==> config.mk <==
export PLATFORM = sky130hd
export DESIGN_NAME = mem_responder
export DESIGN_NICKNAME = d
export VERILOG_FILES = /design/src/rtl/mem_responder.sv
export SDC_FILE = /design/constraint.sdc
export NUM_CORES = 2
export LEC_CHECK = 0
export BUFFER_PORTS_ARGS = -buffer_cell sky130_fd_sc_hd__buf_4
export CORE_MARGIN = 8
export CORE_UTILIZATION = 59
export CTS_BUF_LIST = sky130_fd_sc_hd__clkbuf_8
export DETAILED_ROUTE_END_ITERATION = 8
export GPL_TIMING_DRIVEN = 1
export PLACE_DENSITY = 0.76
export SLEW_MARGIN = 20
export SYNTH_ARGS = -nofsm -noshare
export SYNTH_HDL_FRONTEND = slang
export SYNTH_SLANG_ARGS = --single-unit
==> constraint.sdc <==
create_clock -name clk -period 4.95 [get_ports clk]
set_input_delay 0.7425 -clock clk [delete_from_list [all_inputs] [get_ports clk]]
set_output_delay 0.7425 -clock clk [all_outputs]
set_load 0.005 [all_outputs]
==> src/rtl/mem_responder.sv <==
// Memory-side responder: request/MFC handshake with a programmable wait latency.
// Optional MEMRESP_RANGE_CHK_EN adds an err output and suppresses out-of-range accesses.
module mem_responder #(
  parameter int DW    = 16,
  parameter int AW    = 8,
  parameter int DEPTH = 256,
  parameter int LAT   = 2
) (
  input  logic          clk,
  input  logic          rst,
  input  logic          memEN,
  input  logic          RW,
  input  logic [AW-1:0] addr,
  input  logic [DW-1:0] data_in,
  output logic [DW-1:0] data_out,
  output logic          MFC,
  output logic          busy
`ifdef MEMRESP_RANGE_CHK_EN
  ,
  output logic          err
`endif
);

  localparam int IW = $clog2(DEPTH);
  localparam int CW = 4;

  typedef enum logic [1:0] {S_IDLE, S_BUSY, S_DONE} state_t;

  state_t        state_q, state_d;
  logic [CW-1:0] cnt_q;
  logic [AW-1:0] addr_q;
  logic          rw_q;
  logic [DW-1:0] wdata_q;
  logic [DW-1:0] mem [DEPTH];

  logic accept, complete, write_en;
  logic [IW-1:0] idx;

  assign accept   = (state_q == S_IDLE) && memEN;
  assign complete = (state_q == S_BUSY) && memEN && (cnt_q == '0);
  assign idx      = addr_q[IW-1:0];

`ifdef MEMRESP_RANGE_CHK_EN
  localparam logic [31:0] DEPTH_W = 32'(DEPTH);
  logic oor_q;
  assign write_en = complete && !rw_q && !oor_q;
`else
  assign write_en = complete && !rw_q;
`endif

  // State register
  always_ff @(posedge clk or posedge rst) begin
    if (rst) state_q <= S_IDLE;
    else     state_q <= state_d;
  end

  // Next-state logic; a dropped memEN in BUSY aborts the access
  always_comb begin
    // NOTE: default assignment first so every path drives state_d and no latch is inferred.
    state_d = state_q;
    unique case (state_q)
      S_IDLE: if (memEN) state_d = S_BUSY;
      S_BUSY: begin
        if (!memEN)              state_d = S_IDLE;
        else if (cnt_q == '0)    state_d = S_DONE;
      end
      S_DONE: if (!memEN) state_d = S_IDLE;
      default:                 state_d = S_IDLE;
    endcase
  end

  // Outputs decode directly from the state register, so they are glitch-free
  always_comb begin
    MFC  = (state_q == S_DONE);
    busy = (state_q != S_IDLE);
`ifdef MEMRESP_RANGE_CHK_EN
    err  = (state_q == S_DONE) && oor_q;
`endif
  end

  // Request capture, wait counter and read-data register
  always_ff @(posedge clk or posedge rst) begin
    if (rst) begin
      // NOTE: sequential state uses non-blocking assignments so all registers update together.
      cnt_q    <= '0;
      addr_q   <= '0;
      rw_q     <= 1'b0;
      wdata_q  <= '0;
      data_out <= '0;
`ifdef MEMRESP_RANGE_CHK_EN
      oor_q    <= 1'b0;
`endif
    end else begin
      if (accept) begin
        cnt_q   <= CW'(LAT - 1);
        addr_q  <= addr;
        rw_q    <= RW;
        wdata_q <= data_in;
`ifdef MEMRESP_RANGE_CHK_EN
        oor_q   <= 32'(addr) >= DEPTH_W;
`endif
      end else if ((state_q == S_BUSY) && memEN && (cnt_q != '0)) begin
        cnt_q <= cnt_q - 1'b1;
      end

      if (complete && rw_q) begin
`ifdef MEMRESP_RANGE_CHK_EN
        data_out <= oor_q ? '0 : mem[idx];
`else
        data_out <= mem[idx];
`endif
      end
    end
  end

  // NOTE: the array has no reset; contents survive rst, and state is IDLE while rst is high so no write can commit.
  always_ff @(posedge clk) begin
    if (write_en) mem[idx] <= wdata_q;
  end

endmodule

### Word-level counts from Yosys, hierarchy flattened

Memory sizes are Yosys's and may differ from the RTL's. A register that Yosys moved wholly into a read port is not among the register bits.
Cells that the tools add are included.
Widths: inputs -> output; s select.

* RAM bits: 4096
* memories: 1
* bits in registers: 31
* word-level logic and storage cells: 34
* input port bits: 28
* output and inout port bits: 18

* multiplexer cells: 9
* eq/ne operators: 5
* reductions and logical operators: 13
* add/sub/neg operators: 1

Memory list
* mem: depth 256, bits a word 16, read ports 1, clocked after Yosys merged registers in 1, write ports 1, RTL line 34 `logic [DW-1:0] mem [DEPTH];`

Operators with widths (count)
* $mux 2: 4
* $mux 4: 2
* $logic_and 1x1->1: 6
* $pmux 2 s3: 1
* $logic_not 4->1: 1
* $ne 2x2->1 const B: 2
* $reduce_bool 2->1: 2
* $reduce_bool 4->1: 1
* $sub 4x1->4 const B: 1
* $ne 3x3->1 const B: 1
* $reduce_and 3->1: 1
* $eq 2x1->1 const B: 1
* $eq 2x2->1 const B: 1
* $logic_not 2->1: 1
* $mux 1: 2
* $logic_not 1->1: 1

### Longest topological paths before layout

* depth after elaboration: 6
* gate-level depth with buffers: 14
* depth with buffers taken out: 9

### Worst setup path before layout

No wires, ideal clock.

* kind: flip-flop to flip-flop
* start: reg wdata_q[0]
* end: mem mem[0][0] (data pin)
* clock period less this slack: 3987 ps
* data arrival time: 3183 ps
* slack: 963 ps
* library setup time: 804 ps
* required time: 4146 ps
* stages on the path, launching flop included: 1
* buffers on the path: 0
* path through: dfrtp_1

RTL lines
* from (decl): RTL line 33 `logic [DW-1:0] wdata_q;`
* from (signal assigned): RTL line 98 `wdata_q <= data_in;`
* to (decl): RTL line 34

Straight into the memory's write port.

==> results.yml <==
run_status:
  outcome: "finished, final reports clean"
pwr:
  power_frac_clock: 0.252
  sw_frac_of_total: 0.3410
  seq_power_share: 0.446
  power_report.internal_total_mw: 67.18
  p_switching_mw: 34.76
  power_mw: 101.9
  powerDensity_mw_per_mm2: 572.6
  p_leak_nw: 57.11
  combPwrFrac: 0.302
  ir_worst_vdd_mv: 0.6679
detailed_routing:
  wl_mm: 429.8
  drtIter0Drc: 13030
  drc: 0
  viasPerCell: 6.876
  postRouteAntennaNets: 0
  drt_pass1_iterations: 7
  vias: 82980
  wl_per_cell_um: 35.61
setup_path:
  crit_chain: "buf_12 > buf_4 > mux4_2 > mux2i_1 > nor2_1 > a21oi_1 > a31oi_1 > buf_4 > nor2_1 > a41oi_1"
  crit_fanout: 26
  crit_required_ns: 5.84
  path_class: "register to register"
  arrival_ns: 5.37
  path_buf_inv: 3
  ff2ff_setup_slack_ns: 0.47
  crit_path_end_kind: "register"
  path_delay_family: "compound AO/OA/AOI/OAI gates"
  cp-start-kind: "register"
  crit_slowest_cell: "dfrtp_4"
  critPathMaxStageDelay_ns: 0.89
cts:
  cts_made_buffers: 628
  cts.path.max_buffers: 4
  cts.sink_count: 4143
  cts_tree: "done"
  cts-htree-levels: 6
  cts_resized: 0
  clkLatencyLatePin_ns: 1.08
  root_buffer: "clkbuf_8"
  clk_pin_slew_worst_paths_ns: 0.06
synthesis:
  synth_edf_count: 4096
  synthArstFlopShare: 0.01134
  netlist_area_sq_mm: 0.1590
  yosysWarningCount: 0
  syn_area_per_cell_sq_um: 21.97
  synth_top_cells_by_count: "4,096 x edfxtp_1, 980 x mux4_2, 315 x nor2_1, 303 x nand2_1, 260 x mux2i_1"
  yosysSeqAreaShare: 0.7811
  synth_most_common_cell: "edfxtp_1"
  yosysTopAreaCellShare: 0.7737
  synth_area_leaders: "edfxtp_1 77%, mux4_2 14%, mux2i_1 1.6%"
  synth_seq_cells: 4143
  synthFlopType: "edfxtp_1"
  syn_nets: 7264
  yosysTopAreaCell: "edfxtp_1"
  syn-instance-count: 7235
  synth_cell_types: 73
sta:
  hold_viol_final: 0
  rsz0062_at_grt: "false"
  min_period_ns: 4.482
  drv_slew: 0
  fmax_mhz: 223.1
  finalSetupViolCount: 0
  worst-slew-pin-transition_ns: 1.253
  fin_worst_skew_ns: 0.07961
  max_slew_margin: 0.1613
  setup_tns_ns: 0
  fin_crit_sh: 0.9054
global_route:
  grt_antenna_before_repair: 29
  track_usage: 0.2970
  overflow: 0
  grt_max_degree: 193
  grt_pass1_vias: 82260
  grt_pass1_wl_mm: 604.6
floorplan:
  die_x_um: 535.1
  die_h_um: 535.1
  start_util: 0.5934
  io_pins: 46
  core_sq_mm: 0.2679
  die_area_sq_mm: 0.2863
  placementRows: 190
final_layout:
  nNetsFinal: 8066
  n_fill_cell: 16050
  final_util: 0.6645
  syn_to_final_growth_pct: 11.99
  final-seq-area_sq_mm: 0.1243
  multi_input_area_sq_mm: 0.03277
  drive_gt1_frac: 0.2851
placed_design:
  gp_congestion: 0.9955
  hpwl_mm: 260.4
  placement.io_buffers: 45
run:
  max_cap_viol_count: 0
worst_hold_path:
  min_path_type: "input pin to register"
power by group through the flow:
stage | clock network, mW | logic [mW] | registers [mW]
floorplan | 0 | 16.0 | 47.9
global placement | 0 | 29.5 | 46.0
detailed placement | 0 | 30.2 | 46.1
CTS | 25.9 | 30.2 | 45.3
global route | 27.4 | 31.6 | 45.4
finish | 25.7 | 30.8 | 45.5
worst reg2reg max path: cells and delay by family, from the launching register on:
kind                   cells  cell delay, ns
AO/OA/AOI/OAI              3            0.95
AND/OR/NAND/NOR            2            0.92
flip-flops                 1            0.89
buffers and inverters      3            0.86
multiplexers               2            0.69
final cells by class:
| class | instances | share of cell area |
|---|---|---|
| tap | 3552 | 0.02496 |
| clock inverter | 429 | 0.01202 |
| timing repair buffer | 598 | 0.02956 |
| clock buffer | 659 | 0.05094 |
| inverter | 9 | 0.0002319 |
| antenna | 21 | 0.0002952 |
| multi-input combinational | 2657 | 0.1841 |
| sequential | 4143 | 0.6979 |
state kept, by name, summed over array words and instances (netlist names):
signal	cells
addr_q	8
mem	4096
state_q	2
wdata_q	16
data_out	16
cnt_q	4
rw_q	1
worst paths after layout:
kind                                 from          end  depth (start not counted)
worst max-delay path            addr_q[0]  data_out[0]                         10
worst min-delay path              addr[6]    addr_q[6]                          3
worst max register to register  addr_q[0]  data_out[0]                         10
worst min register to register   cnt_q[1]     cnt_q[1]                          2
max in group asynchronous             rst    addr_q[1]                          4
min in group asynchronous             rst  wdata_q[12]                          4
cell families (layout without fill, tap and decap cells):
group / after synthesis / after routing / share of synthesized area
other: 0 / 21 / 0
buffers and inverters: 435 / 1695 / 0.01348
AO/OA/AOI/OAI: 567 / 567 / 0.02471
adder cells (fa/ha/maj): 1 / 1 / 0.00007869
XOR/XNOR: 3 / 3 / 0.0001653
flip-flops: 4143 / 4143 / 0.7811
multiplexers: 1297 / 1297 / 0.1592
AND/OR/NAND/NOR: 789 / 789 / 0.02121
repair_timing:
action / in CTS / in global routing
setup buffers: 0 / 0
hold endpoints to repair: 70 / 0
endpoints found under the setup margin: 0 / 0
hold buffers: 24 / 0
per-layer routing:
layer | vias to the layer above | global-route usage | wire length (um)
met5 | - | 0 | 199
met2 | 6773 | 0.4489 | 196600
met4 | 26 | 0.1613 | 28340
met1 | 42680 | 0.3938 | 144600
li1 | 32210 | - | -
met3 | 1298 | 0.08879 | 60080
metrics by stage:
stage	hold slack, ns	setup slack (ns)	instance area, sq um	instances
2_1_floorplan	0.4909	0.9635	159000	7235
3_3_place_gp	0.5188	0.1853	166500	10940
3_5_place_dp	0.5410	0.4518	166500	10940
4_1_cts	0.01295	0.4392	178000	12050
5_1_grt	0.05984	0.3343	178000	12050
6_report	0.06987	0.4685	178000	12070
cells in the final DEF, fill, tap and decap left out, types with 97 or more instances in the layout:
master    instances
nor2_1          304
mux4_2          980
nand2_1         303
mux2i_1         260
clkinv_1        129
o22ai_1          97
buf_4           517
inv_1           217
clkbuf_8        659
edfxtp_1       4096
(Power assumes the default switching activity.)
